## src/rtl/alu_pkg.sv

```systemverilog
// Shared ALU datapath definitions used by the sequential divider.
// Holds the FSM encoding, the all-ones quotient constant and the counter sizing.
package alu_pkg;

    typedef enum logic [1:0] {
        DIV_IDLE = 2'd0,
        DIV_RUN  = 2'd1,
        DIV_FIN  = 2'd2
    } div_state_t;

    localparam int DIV_MAX_WIDTH = 128;

    localparam logic [DIV_MAX_WIDTH-1:0] DIV_ALL_ONES = '1;

    function automatic int div_cnt_w(input int width);
        return $clog2(width);
    endfunction

endpackage

```

## src/rtl/my_div_seq_if.sv

```systemverilog
// Start/busy/done handshake and operand/result bundle for the divider.
// The requester uses master, the divider uses slave.
interface my_div_seq_if #(
    parameter int WIDTH = 32
);
    logic             start;
    logic [WIDTH-1:0] dividend;
    logic [WIDTH-1:0] divisor;
    logic             busy;
    logic             done;
    logic [WIDTH-1:0] quotient;
    logic [WIDTH-1:0] remainder;
    logic             div_by_zero;

    modport master (
        output start, dividend, divisor,
        input  busy, done, quotient, remainder, div_by_zero
    );

    modport slave (
        input  start, dividend, divisor,
        output busy, done, quotient, remainder, div_by_zero
    );

endinterface

```

## src/rtl/my_sub_step.sv

```systemverilog
// Combinational (WIDTH+1)-bit trial subtract a - b, returning diff and borrow.
// Ripple of full-adder cells adding ~b with carry-in 1.
module my_sub_step #(
    parameter int WIDTH = 32
) (
    input  logic [WIDTH:0] a,
    input  logic [WIDTH:0] b,
    output logic [WIDTH:0] diff,
    output logic           borrow
);

    logic [WIDTH+1:0] carry;

    assign carry[0] = 1'b1;

    for (genvar i = 0; i <= WIDTH; i++) begin : g_bit
        logic nb;
        logic p;
        assign nb           = ~b[i];
        assign p            = a[i] ^ nb;
        assign diff[i]      = p ^ carry[i];
        assign carry[i + 1] = (a[i] & nb) | (carry[i] & p);
    end

    // No carry out of a + ~b + 1 means a < b.
    assign borrow = ~carry[WIDTH + 1];

endmodule

```

## src/rtl/my_div_seq.sv

```systemverilog
// Multi-cycle unsigned restoring divider, one quotient bit per clock.
// Start/busy/done handshake; divide-by-zero short-circuits to FIN.
module my_div_seq
    import alu_pkg::*;
#(
    parameter int WIDTH = 32
) (
    input logic         clk,
    input logic         reset,
    my_div_seq_if.slave bus
);

    localparam int CW = div_cnt_w(WIDTH);
    localparam logic [CW-1:0] LAST = CW'(WIDTH - 1);
    localparam logic [WIDTH-1:0] ALL_ONES = DIV_ALL_ONES[WIDTH-1:0];

    div_state_t       state;
    logic [CW-1:0]    count;
    logic [WIDTH-1:0] rem_acc;
    logic [WIDTH-1:0] q_acc;
    logic [WIDTH-1:0] dvs;

    logic [WIDTH:0]   shifted;
    logic [WIDTH:0]   diff;
    logic             borrow;
    logic [WIDTH-1:0] rem_next;
    logic [WIDTH-1:0] q_next;
    logic             unused_diff_msb;

    // Shifted remainder picks up the dividend MSB still held in q_acc.
    assign shifted = {rem_acc, q_acc[WIDTH-1]};

    my_sub_step #(
        .WIDTH (WIDTH)
    ) u_sub (
        .a      (shifted),
        .b      ({1'b0, dvs}),
        .diff   (diff),
        .borrow (borrow)
    );

    assign rem_next        = borrow ? shifted[WIDTH-1:0] : diff[WIDTH-1:0];
    assign q_next          = {q_acc[WIDTH-2:0], ~borrow};
    assign unused_diff_msb = diff[WIDTH];

    always_ff @(posedge clk or posedge reset) begin
        if (reset) begin
            state           <= DIV_IDLE;
            count           <= '0;
            rem_acc         <= '0;
            q_acc           <= '0;
            dvs             <= '0;
            bus.busy        <= 1'b0;
            bus.done        <= 1'b0;
            bus.quotient    <= '0;
            bus.remainder   <= '0;
            bus.div_by_zero <= 1'b0;
        end else begin
            bus.done <= 1'b0;
            unique case (state)
                DIV_IDLE: begin
                    if (bus.start) begin
                        if (bus.divisor == '0) begin
                            bus.quotient    <= ALL_ONES;
                            bus.remainder   <= bus.dividend;
                            bus.div_by_zero <= 1'b1;
                            bus.done        <= 1'b1;
                            state           <= DIV_FIN;
                        end else begin
                            dvs             <= bus.divisor;
                            rem_acc         <= '0;
                            q_acc           <= bus.dividend;
                            count           <= '0;
                            bus.div_by_zero <= 1'b0;
                            bus.busy        <= 1'b1;
                            state           <= DIV_RUN;
                        end
                    end
                end
                DIV_RUN: begin
                    rem_acc <= rem_next;
                    q_acc   <= q_next;
                    count   <= count + 1'b1;
                    if (count == LAST) begin
                        bus.quotient  <= q_next;
                        bus.remainder <= rem_next;
                        bus.busy      <= 1'b0;
                        bus.done      <= 1'b1;
                        state         <= DIV_FIN;
                    end
                end
                DIV_FIN: begin
                    state <= DIV_IDLE;
                end
                default: begin
                    state <= DIV_IDLE;
                end
            endcase
        end
    end

endmodule

```

## src/flat_wrapper.sv

```systemverilog
// flat-port wrapper written by rule: the top's interface ports become plain ports
module my_div_seq_flat import alu_pkg::*;
#(
    parameter int WIDTH = 32
)
  (clk, reset, bus_start, bus_dividend, bus_divisor, bus_busy, bus_done, bus_quotient, bus_remainder, bus_div_by_zero);
  my_div_seq_if #(.WIDTH(WIDTH)) bus_i ();
  input logic clk;
  input logic reset;
  input wire logic [$bits(bus_i.start)-1:0] bus_start;
  input wire logic [$bits(bus_i.dividend)-1:0] bus_dividend;
  input wire logic [$bits(bus_i.divisor)-1:0] bus_divisor;
  output wire logic [$bits(bus_i.busy)-1:0] bus_busy;
  output wire logic [$bits(bus_i.done)-1:0] bus_done;
  output wire logic [$bits(bus_i.quotient)-1:0] bus_quotient;
  output wire logic [$bits(bus_i.remainder)-1:0] bus_remainder;
  output wire logic [$bits(bus_i.div_by_zero)-1:0] bus_div_by_zero;
  assign bus_i.start = bus_start;
  assign bus_i.dividend = bus_dividend;
  assign bus_i.divisor = bus_divisor;
  assign bus_busy = bus_i.busy;
  assign bus_done = bus_i.done;
  assign bus_quotient = bus_i.quotient;
  assign bus_remainder = bus_i.remainder;
  assign bus_div_by_zero = bus_i.div_by_zero;
  my_div_seq #(.WIDTH(WIDTH)) u_core (.clk(clk), .reset(reset), .bus(bus_i));
endmodule
```

## config.mk

```make
export PLATFORM = sky130hd
export DESIGN_NAME = my_div_seq_flat
export DESIGN_NICKNAME = d
export VERILOG_FILES = /design/src/rtl/alu_pkg.sv /design/src/rtl/my_div_seq_if.sv /design/src/rtl/my_sub_step.sv /design/src/rtl/my_div_seq.sv /design/src/flat_wrapper.sv
export SDC_FILE = /design/constraint.sdc
export NUM_CORES = 1
export LEC_CHECK = 0
export ABC_AREA = 1
export CAP_MARGIN = 20
export CORE_MARGIN = 2
export CORE_UTILIZATION = 55
export DETAILED_ROUTE_END_ITERATION = 10
export PLACE_DENSITY = 0.78
export SLEW_MARGIN = 40
export SYNTH_ARGS = -nofsm -noshare
export SYNTH_HDL_FRONTEND = slang
export SYNTH_HIERARCHICAL = 1
export SYNTH_SLANG_ARGS = --single-unit
```

## constraint.sdc

```tcl
create_clock -name clk -period 27 [get_ports clk]
set_clock_uncertainty 0.1 [all_clocks]
set_input_delay 4.05 -clock clk [delete_from_list [all_inputs] [get_ports clk]]
set_output_delay 4.05 -clock clk [all_outputs]
set_load 0.03 [all_outputs]
```

==> results.md <==
- Final Hold Viols: 0
- Die Width: 128 um
- Internal reg-to-reg setup slack: 12.51 ns
- RSZ-0062 raised after global routing: false
- Commonest non-fill, non-tap cell in the layout: nand2_1
- Post-route ant nets: 0
- Clock Pin Slew Worst Setup and Hold Paths: 0.06 ns
- Core area: 15100 sq um
- Post-CTS Setup Repair Bufs: 0
- Initial Util: 56.0%
- Antenna cell count: 0
- Area of the mapped netlist: 8460 sq um
- H-tree Lvls: 4
- Total of max-cap violations: 0
- DRT Wirelength: 21300 um
- Delay-heaviest family, CP: adder cells
- Slowest-stage cell, CP: fa_1
- Fin nets: 1218
- Outcome: complete, no violations
- Crit. End Element: flop
- Global-route usage over all layers: 27.9%
- GRT Residual Overflow: 0
- Avg Cell Area, Syn: 8.32 sq um
- First-pass GRT wire length: 35700 um
- IO Port Bufs: 133
- # clock sinks: 170
- Worst slew pin tran: 0.789 ns
- Hold WC Path Type: reg -> reg
- Initial DRC count: 740
- Root cell of the clock tree: clkbuf_16
- Leakage power: 5.51 nW
- First-pass detailed-route iteration total: 5
- Mapped Cells: 1016
- Row cnt: 45
- CTS tree: yes
- Die Footprint: 16400 sq um
- Leading cell types in the layout, fill and taps excluded: nand2_1 (439), dfrtp_1 (170), clkdlybuf4s50_1 (133)
- Share of cells above drive strength 1: 4.79%
- Hold_buf cts: 0
- CP dominant cell by count: fa_1
- Critical path type: reg -> reg
- # fillers: 1188
- Max Freq: 69.0 MHz
- Hold_ws: 0.386 ns
- Power Density: 123 nW/um^2
- RePlAce Congestion: 0.828
- Post-CTS resize count: 0
- Vias per cell: 5.57
- CTS Buffer Depth: 2
- Initial antenna violation count: 0
- Setup ws final: 12.51 ns
- Via count: 7331
- Ports: 134
- Dpl ws: 12.61 ns
- Layout area overhead: 23.6%
- Period utilization: 53.7%
- TNS Setup: 0 ns
- Tightest slew margin relative to the limit: 47.4%
- DRC violations left: 0
- Clock Latency Late Sink: 0.42 ns
- Max FO, Critical Path: 18
- Final Max Slew Viols: 0
- Per-cell routed wire length: 16.2 um
- Die H: 128 um
- Max VDD drop: 76.4 uV
- Largest net degree at the start of global routing: 100
- Pwr Total: 1.29 mW
- Syn Nets: 1118
- WP data arrival: 14.69 ns
- Critical Path RT: 27.20 ns
- CTS buffer count: 17
- Final min period: 14.49 ns
- Ys Warns: 6
- Worst Path Buf+Inv: 5
- Startpoint type of the worst setup path: flop
- Setup violations, final: 0
- HPWL after DPL: 13400 um
- CP peak stage delay: 0.42 ns
- Vias in the first global route: 7235
- Fin util: 69.3%
area by class of cell:
class                   instances  area (sq um)  share of cell area (%)
clock buffers                  21           460                    4.41
multi-input cells             710          3630                    34.8
flip-flops and latches        170          4250                    40.7
clock inverters                 9           170                    1.63
inverters                      74           285                    2.73
repair buffers                143          1410                    13.5
well taps                     188           235                    2.25
registers in the layout (all words and copies together) (netlist names):
name and count:
u_core/state 2, u_core/bus.done 1, u_core/rem_acc 32, u_core/bus.quotient 32, u_core/count 5, u_core/q_acc 32
u_core/bus.div_by_zero 1, u_core/bus.busy 1, u_core/bus.remainder 32, u_core/dvs 32
report_power, final:
part / internal, mW / leakage [nW] / switching, mW / total [mW]
Clock: 0.167 / 0.313 / 0.0965 / 0.264
Combinational: 0.238 / 3.00 / 0.353 / 0.591
Sequential: 0.357 / 2.19 / 0.0755 / 0.433
per-layer routing:
metal  vias up  wire length [um]  track usage [%]
met4         0               437             10.6
li1       3421                 -                -
met2       322             10000             45.0
met3        46              1380             5.38
met1      3542              9480             37.9
met5         -                 0                0
stage by stage:
stage / instances / instance area [sq um]
5_1_grt: 1315 / 10500
3_3_place_gp: 1285 / 9810
4_1_cts: 1315 / 10500
2_1_floorplan: 1016 / 8460
6_report: 1315 / 10500
3_5_place_dp: 1285 / 9820
final timing paths:
kind                                  start                  endpoint  cells after the start
min                           u_core/dvs[0]             u_core/dvs[0]                      2
min in group asynchronous             reset   u_core/bus.quotient[26]                      2
max reg2reg                u_core/q_acc[31]  u_core/bus.remainder[21]                     43
max in group asynchronous             reset   u_core/bus.quotient[30]                      3
max                        u_core/q_acc[31]  u_core/bus.remainder[21]                     43
min reg2reg                   u_core/dvs[0]             u_core/dvs[0]                      2
tightest hold or removal path, delay by kind of cell (launching register included):
family           cells  cell delay [ns]
AND/OR/NAND/NOR      2             0.11
flip-flops           1             0.34
No activity file was read; power rests on OpenSTA's default activity.
